`src/rtl/flow_control.sv`:
```
`default_nettype none
// ============================================================================
//  Module   : flow_control
//  Purpose  : Program-counter sequencer sitting between the ALU and
//             instruction fetch. Latches ALU flags into the {C,N,Z} status
//             word consumed by the jump decoder, advances or loads the PC
//             from the resulting jump decision, inserts a one-cycle fetch
//             bubble after taken jumps, and handles halt/resume.
//  Ports    :
//    i_clk          clock, rising edge
//    i_rst_n        asynchronous active-low reset
//    i_flag_we      ALU result valid, latch new flags
//    i_alu_result   ALU result used for Z/N
//    i_alu_carry    ALU carry-out used for C
//    i_branch       current instruction is jump-class
//    i_jump         jump decision from the decoder
//    i_jump_addr    jump target
//    i_halt         current instruction is HALT
//    i_resume       leave HALT
//    i_stall        freeze state for this cycle
//    o_status       {C,N,Z} flag register
//    o_pc           address being fetched
//    o_fetch_valid  o_pc is a real fetch this cycle
//    o_flush        one-cycle pulse, discard in-flight instruction
//    o_halted       block is in HALT
//  Revision : 1.0  initial release
// ============================================================================
module flow_control #(
    parameter int ADDR_W = 8,
    parameter int DATA_W = 8
) (
    input  logic              i_clk,
    input  logic              i_rst_n,
    input  logic              i_flag_we,
    input  logic [DATA_W-1:0] i_alu_result,
    input  logic              i_alu_carry,
    input  logic              i_branch,
    input  logic              i_jump,
    input  logic [ADDR_W-1:0] i_jump_addr,
    input  logic              i_halt,
    input  logic              i_resume,
    input  logic              i_stall,
    output logic [2:0]        o_status,
    output logic [ADDR_W-1:0] o_pc,
    output logic              o_fetch_valid,
    output logic              o_flush,
    output logic              o_halted
);

    typedef enum logic [1:0] {
        S_BOOT  = 2'd0,
        S_RUN   = 2'd1,
        S_FLUSH = 2'd2,
        S_HALT  = 2'd3
    } state_t;

    state_t            r_state;
    state_t            w_state_nxt;
    logic [ADDR_W-1:0] r_pc;
    logic [ADDR_W-1:0] w_pc_nxt;
    logic [ADDR_W-1:0] w_pc_inc;
    logic [2:0]        r_status;
    logic [2:0]        w_status_nxt;
    logic [2:0]        w_flags_new;
    logic              r_fetch_valid;
    logic              w_fetch_valid_nxt;
    logic              r_flush;
    logic              w_flush_nxt;
    logic              r_halted;
    logic              w_halted_nxt;

    // Natural wrap at 2^ADDR_W
    assign w_pc_inc    = r_pc + ADDR_W'(1);

    // Bit order: [0]=Z, [1]=N, [2]=C
    assign w_flags_new = {i_alu_carry, i_alu_result[DATA_W-1], (i_alu_result == '0)};

    always_comb begin
        w_state_nxt       = r_state;
        w_pc_nxt          = r_pc;
        w_status_nxt      = r_status;
        w_fetch_valid_nxt = r_fetch_valid;
        w_flush_nxt       = 1'b0;
        w_halted_nxt      = r_halted;

        case (r_state)
            S_BOOT: begin
                w_state_nxt       = S_RUN;
                w_pc_nxt          = '0;
                w_fetch_valid_nxt = 1'b1;
                w_halted_nxt      = 1'b0;
            end

            S_RUN: begin
                if (!i_stall) begin
                    // Flags also update on a halt or branch cycle; the jump
                    // decision of this cycle was made on the old r_status.
                    if (i_flag_we) begin
                        w_status_nxt = w_flags_new;
                    end

                    if (i_halt) begin
                        w_pc_nxt          = w_pc_inc;
                        w_state_nxt       = S_HALT;
                        w_halted_nxt      = 1'b1;
                        w_fetch_valid_nxt = 1'b0;
                    end else if (i_branch && i_jump) begin
                        w_pc_nxt          = i_jump_addr;
                        w_flush_nxt       = 1'b1;
                        w_state_nxt       = S_FLUSH;
                        w_fetch_valid_nxt = 1'b0;
                    end else begin
                        w_pc_nxt          = w_pc_inc;
                    end
                end
            end

            // Bubble cycle: PC already holds the target, so just refetch it
            S_FLUSH: begin
                w_state_nxt       = S_RUN;
                w_fetch_valid_nxt = 1'b1;
            end

            S_HALT: begin
                if (!i_stall && i_resume) begin
                    w_state_nxt       = S_RUN;
                    w_fetch_valid_nxt = 1'b1;
                    w_halted_nxt      = 1'b0;
                end
            end

            default: begin
                w_state_nxt = S_BOOT;
            end
        endcase
    end

    always_ff @(posedge i_clk or negedge i_rst_n) begin
        if (!i_rst_n) begin
            r_state       <= S_BOOT;
            r_pc          <= '0;
            r_status      <= 3'b000;
            r_fetch_valid <= 1'b0;
            r_flush       <= 1'b0;
            r_halted      <= 1'b0;
        end else begin
            r_state       <= w_state_nxt;
            r_pc          <= w_pc_nxt;
            r_status      <= w_status_nxt;
            r_fetch_valid <= w_fetch_valid_nxt;
            r_flush       <= w_flush_nxt;
            r_halted      <= w_halted_nxt;
        end
    end

    assign o_status      = r_status;
    assign o_pc          = r_pc;
    assign o_fetch_valid = r_fetch_valid;
    assign o_flush       = r_flush;
    assign o_halted      = r_halted;

endmodule
`default_nettype wire
```
`config.mk`:
```
export PLATFORM = sky130hd
export DESIGN_NAME = flow_control
export DESIGN_NICKNAME = d
export VERILOG_FILES = /design/src/rtl/flow_control.sv
export SDC_FILE = /design/constraint.sdc
export NUM_CORES = 1
export LEC_CHECK = 0
export CAP_MARGIN = 0
export CORE_MARGIN = 8
export CORE_UTILIZATION = 40
export CTS_BUF_LIST = sky130_fd_sc_hd__clkbuf_16
export DETAILED_ROUTE_END_ITERATION = 10
export HOLD_SLACK_MARGIN = 0.08
export PLACE_DENSITY = 0.76
export SLEW_MARGIN = 30
export SYNTH_ARGS = -nofsm -noshare
export SYNTH_HDL_FRONTEND = slang
export SYNTH_SLANG_ARGS = --single-unit
```
`constraint.sdc`:
```
create_clock -name i_clk -period 2.53 [get_ports i_clk]
set_input_delay 0.253 -clock i_clk [delete_from_list [all_inputs] [get_ports i_clk]]
set_output_delay 0.253 -clock i_clk [all_outputs]
set_load 0.005 [all_outputs]
```
==> flow_summary.toml, run 1 <==
[finish]
fillers = 181
fin_util_pct = 63.5
synthToLayoutAreaGrowth_pct = 50.7
antennaDiodeCount = 0
drive_above_1_share_pct = 7.41
num-nets-final = 165

[yosys]
yosys_register_bits = 16
avgSynthCellArea_um2 = 9.62
ys_top_cells_by_area = "dfrtp_1 (43%), ha_1 (5.4%), o21ai_0 (4.9%)"
yosys_warnings = 0
synth-edff-count = 0
syn_nets = 125
postSynthCellCount = 96
synth_ff_type = "dfrtp_1"
synth_top_area_share_pct = 43.4
synth_top_area_cell = "dfrtp_1"
synth.distinct_cells = 35
syn_area_um2 = 923
async_flop_share_pct = 100
seq_area_frac_synth_pct = 43.4

[hold_path]
hold_path.class = "input port to async pin"

[global_routing]
grt_pass1_vias = 939
grt_max_degree = 17
grt_antenna_before_repair = 0
gr-usage-all-layers_pct = 13.0
grt_pass1_wl_um = 4360
grt-ovfl-total = 0

[clock_tree]
holdBufCountCts = 0
numCtsBuffers = 3
clockBufferDepth = 2
path_clk_slew_ps = 50
post_cts.repair.setup_buffers = 0
numClockSinks = 16
cts_tree = "built"
ctsResizeCount = 0
root_buffer = "clkbuf_16"
htree_levels = 1
insertion_delay_ps = 250

[timing]
setup_viol_count_final = 0
fmax_ghz = 0.639
skew_ps = 2.74
min_period_over_period_pct = 61.9
fin_hold_ws_ps = 436
worst_pin_slew_ps = 716
hold_viol = 0
setup_ws_ps = 964
finalSetupTns_ps = 0
timing.max_slew.rel_slack_pct = 52.1
finalMaxSlewViolations = 0
grt_setup_unrepaired = "no"
fin_crit_ps = 1570

[route]
drtIter0Drc = 25
via_per_inst = 5.69
drcViolationCount = 0
route.antenna.remaining_nets = 0
vias = 928
first_pass_iters = 4
wl_um = 2500
wl_per_cell_um = 15.4

[worst_setup_path]
critPathLaunchType = "flop"
critical-path-max-stage-delay_ps = 370
r2r_start = "r_state[1]"
crit_type = "flop to flop"
ff2ff_path_depth = 6
cp_slowest_cell = "dfrtp_1"
cp_cell_sequence = "inv_1 > ha_1 > and2b_4 > nand2_4 > or3_1 > nand3_1"
ff2ff_setup_slack_ps = 960
crit_required_ps = 2710
critPathMaxFanout = 6
cp_data_arrival_time_ps = 1750
cp.buffers_inverters = 1
crit_family = "simple AND/OR/NAND/NOR gates"
critPathCaptureType = "flop"
rr_endpoint = "o_pc[7]"

[power_and_ir_drop]
leakage_nw = 0.582
total_power_mw = 1.36
max-vdd-ir-drop_uv = 541
powerDensity_nw_per_um2 = 974

[placement]
io_buffer_count = 38
gp_congestion = 0.895
place_ws_ps = 773
hpwlAfterDp_um = 1970

[floorplan]
die_x_um = 64.0
core-area_um2 = 2190
die_h_um = 64.0
rows = 17
start_util_pct = 42.1
die_area_um2 = 4100
ioPinCount = 39

[flow_run]
maxCapViolCount = 0

[outcome]
outcome = "complete, no violations"
## area by class of cell
class / count / area [um^2] / share of cell area [%]
Tap cell: 28 / 35.0 / 2.52
Clock buffer: 3 / 75.1 / 5.40
Sequential cell: 16 / 400 / 28.8
Timing Repair Buffer: 38 / 380 / 27.3
Multi-Input combinational cell: 73 / 482 / 34.6
Inverter: 4 / 15.0 / 1.08
Clock inverter: 1 / 3.75 / 0.270
## metal layers
metal / global-route usage [%] / up-vias / wire [um]
li1: - / 433 / -
met1: 15.2 / 439 / 1060
met2: 20.8 / 45 / 1170
met3: 4.70 / 11 / 226
met4: 5.85 / 0 / 45
met5: 0 / - / 0
## synthesized netlist by cell type, types with 2 or more instances
| cell | instances |
|---|---|
| o21ai_0 | 9 |
| nand3_1 | 5 |
| buf_6 | 2 |
| ha_1 | 4 |
| nand2_1 | 8 |
| mux2_2 | 2 |
| and3_1 | 3 |
| o2bb2ai_1 | 4 |
| inv_1 | 4 |
| nor2_1 | 6 |
| nor4_1 | 2 |
| nand2b_1 | 2 |
| nor3b_1 | 2 |
| dfrtp_1 | 16 |
| a21oi_1 | 7 |
## cells by family (layout without fill, tap and decap cells)
family	Yosys count	in the layout	synth area share, %
and+or+nand+nor	37	37	22.9
AOI/OAI and AO/OA	29	29	20.3
DFF	16	16	43.4
buffers and inverters	7	46	4.47
adders and majority gates	4	4	5.42
muxes	3	3	3.52
## power breakdown
| group | leakage, nW | switching [mW] | total, mW | internal (mW) |
|---|---|---|---|---|
| Clock | 0.0385 | 0.101 | 0.311 | 0.210 |
| Sequential | 0.203 | 0.0951 | 0.451 | 0.356 |
| Combinational | 0.340 | 0.265 | 0.594 | 0.329 |
## worst reg2reg max path, stage by stage, from the launching register on
cell and delay (ps):
dfrtp_1 370, inv_1 110, ha_1 270, and2b_4 250
nand2_4 80, or3_1 350, nand3_1 70
## worst max path at each step
| stage | startpoint | endpoint | slack (ps) | depth (start not counted) |
|---|---|---|---|---|
| floorplan | r_state[0] | o_status[1] | 1140 | 4 |
| global placement | i_branch | o_pc[4] | 820 | 5 |
| detailed placement | i_jump | o_pc[5] | 770 | 5 |
| CTS | r_state[1] | o_pc[7] | 970 | 6 |
| global route | i_branch | o_pc[5] | 870 | 5 |
| finish | r_state[1] | o_pc[7] | 960 | 6 |
## layout by cell type (no fill, tap or decap), types with 2 or more instances in the layout
cell type / count
o2bb2ai_1: 4
nor3b_1: 2
and3_1: 3
mux2_2: 2
clkbuf_16: 3
nand2_1: 8
nor4_1: 2
ha_1: 4
dfrtp_1: 16
inv_1: 4
nand3_1: 5
clkdlybuf4s50_1: 38
a21oi_1: 7
o21ai_0: 9
nand2b_1: 2
nor2_1: 6
## through the flow
stage,instances,instance area [um^2]
after floorplan,96,923
final,163,1390
after CTS,163,1390
after global routing,163,1390
after global placement,159,1310
after detailed placement,159,1310
## registers in the layout, summed over array words and instances (netlist names)
name / count
o_halted: 1
o_pc: 8
o_flush: 1
r_state: 2
o_fetch_valid: 1
o_status: 3
Note: power is estimated with default switching activity, not from simulation.
==> inputs of run 2 (changes only) <==
Settings changed: CORE_UTILIZATION 40 to 37, PLACE_DENSITY 0.76 to 0.74.
Clock period 2.53 ns to 1.4 ns, I/O delays scaled along.
==> run 2 against run 1 <==
  * Critical path depth down 2
  * Combinational power grew 130%
  * Via count grew 2.6%
  * Non-clock buffer count increased by 14
  * First-iteration DRC count unchanged
  * Clock-buffer cell count did not move
  * Die area increased by 6.1%
  * Clock skew shrank 1.1 ps
  * Critical endpoint is now o_status[2]
==> flow_summary.toml, run 2 (same netlist as run 1, synthesis figures left out) <==
[floorplan]
die_area_um2 = 4350
die_x_um = 66.0
die_h_um = 66.0
core-area_um2 = 2410
ioPinCount = 39
rows = 18
start_util_pct = 38.3

[power_and_ir_drop]
powerDensity_nw_per_um2 = 1750
max-vdd-ir-drop_uv = 1350
leakage_nw = 0.653
total_power_mw = 2.70

[finish]
fin_util_pct = 64.0
antennaDiodeCount = 0
final-seq-area_um2 = 403
num-nets-final = 179
instances_no_fill = 179
synthToLayoutAreaGrowth_pct = 67.1
multi_input_area_um2 = 510
drive_above_1_share_pct = 20.8
mostFrequentLayoutCell = "clkdlybuf4s50_1"
final_cell_mix = "clkdlybuf4s50_1 (38), dfrtp_1 (14), buf_4 (13)"
largest_reg_flops = 8
fin_area_um2 = 1540
fillers = 188

[placement]
hpwlAfterDp_um = 2110
io_buffer_count = 38
gp_congestion = 0.836
placed_area_um2 = 1420
place_inst = 173
place_ws_ps = -114

[global_routing]
gr-usage-all-layers_pct = 12.2
met3_usage_pct = 5.08
grt-ovfl-total = 0
grt_util_met2_pct = 22.9
grt_use_met1_pct = 12.1
grt_pass1_vias = 977
grt_busiest_layer = "met2"
grt_pass1_wl_um = 4240
grt_max_degree = 17
grt_antenna_before_repair = 0

[clock_tree]
numClockSinks = 16
root_buffer = "clkbuf_16"
insertion_delay_ps = 240
htree_levels = 1
cts_tree = "built"
holdBufCountCts = 0
clockBufferDepth = 2
numCtsBuffers = 3
path_clk_slew_ps = 50

[timing]
min_period_over_period_pct = 99.8
fmax_ghz = 0.716
setup_viol_count_final = 0
finalSetupTns_ps = 0
skew_ps = 1.61
hold_viol = 0
finalMaxSlewViolations = 0
worst_pin_slew_ps = 221
fin_hold_ws_ps = 222
setup_ws_ps = 3.34
timing.max_slew.rel_slack_pct = 85.1
grt_setup_unrepaired = "yes"
fin_crit_ps = 1400

[route]
wl_per_cell_um = 14.8
drtIter0Drc = 25
wl_um = 2660
vias = 952
via_per_inst = 5.32
route.antenna.remaining_nets = 0
drcViolationCount = 0
first_pass_iters = 5

[worst_setup_path]
critPathMaxFanout = 5
crit_required_ps = 1520
cp_data_arrival_time_ps = 1520
critPathCaptureType = "flop"
critPathLaunchType = "flop"
crit_type = "flop to flop"
ff2ff_path_depth = 4
ff2ff_setup_slack_ps = 3

[hold_path]
hold_path.class = "input port to async pin"

[outcome]
outcome = "complete, no violations"

[flow_run]
maxCapViolCount = 0
-- run 2: path summary, 6_finish.rpt --
check	from	to
min	i_rst_n	o_pc[2]
min reg2reg	o_status[0]	o_status[0]
min in group i_clk	o_status[0]	o_status[0]
max reg2reg	r_state[0]	o_status[2]
max	r_state[0]	o_status[2]
max in group asynchronous	i_rst_n	o_pc[3]
-- run 2: repair_timing --
| item | in CTS | in global routing |
|---|---|---|
| pin swaps | 0 | 4 |
| endpoints found under the setup margin | 11 | 7 |
| resized for setup | 6 | 3 |
| setup buffers | 0 | 2 |
-- run 2: cell type report --
class,instances,share of cell area (%)
clock buffers,3,4.87
clock inverters,1,0.243
inverters,4,0.973
multi-input cells,73,33.1
flip-flops and latches,16,26.1
well taps,30,2.43
repair buffers,52,32.3
-- run 2: worst max-delay path, stage by stage, from the launching register on --
cell and delay [ps]:
dfrtp_1 420, ha_4 200, and2b_4 190, nand2_1 120
mux2_2 350
-- run 2: where the power goes --
part	internal (mW)	switching (mW)	total, mW
combinational	0.799	0.538	1.34
sequential	0.647	0.174	0.822
clock	0.378	0.165	0.543
-- run 2: per-layer routing --
layer,part of all wire (%),up-vias
li1,-,461
met3,6.8,4
met2,53,28
met1,39,459
met5,0,-
met4,0.83,0
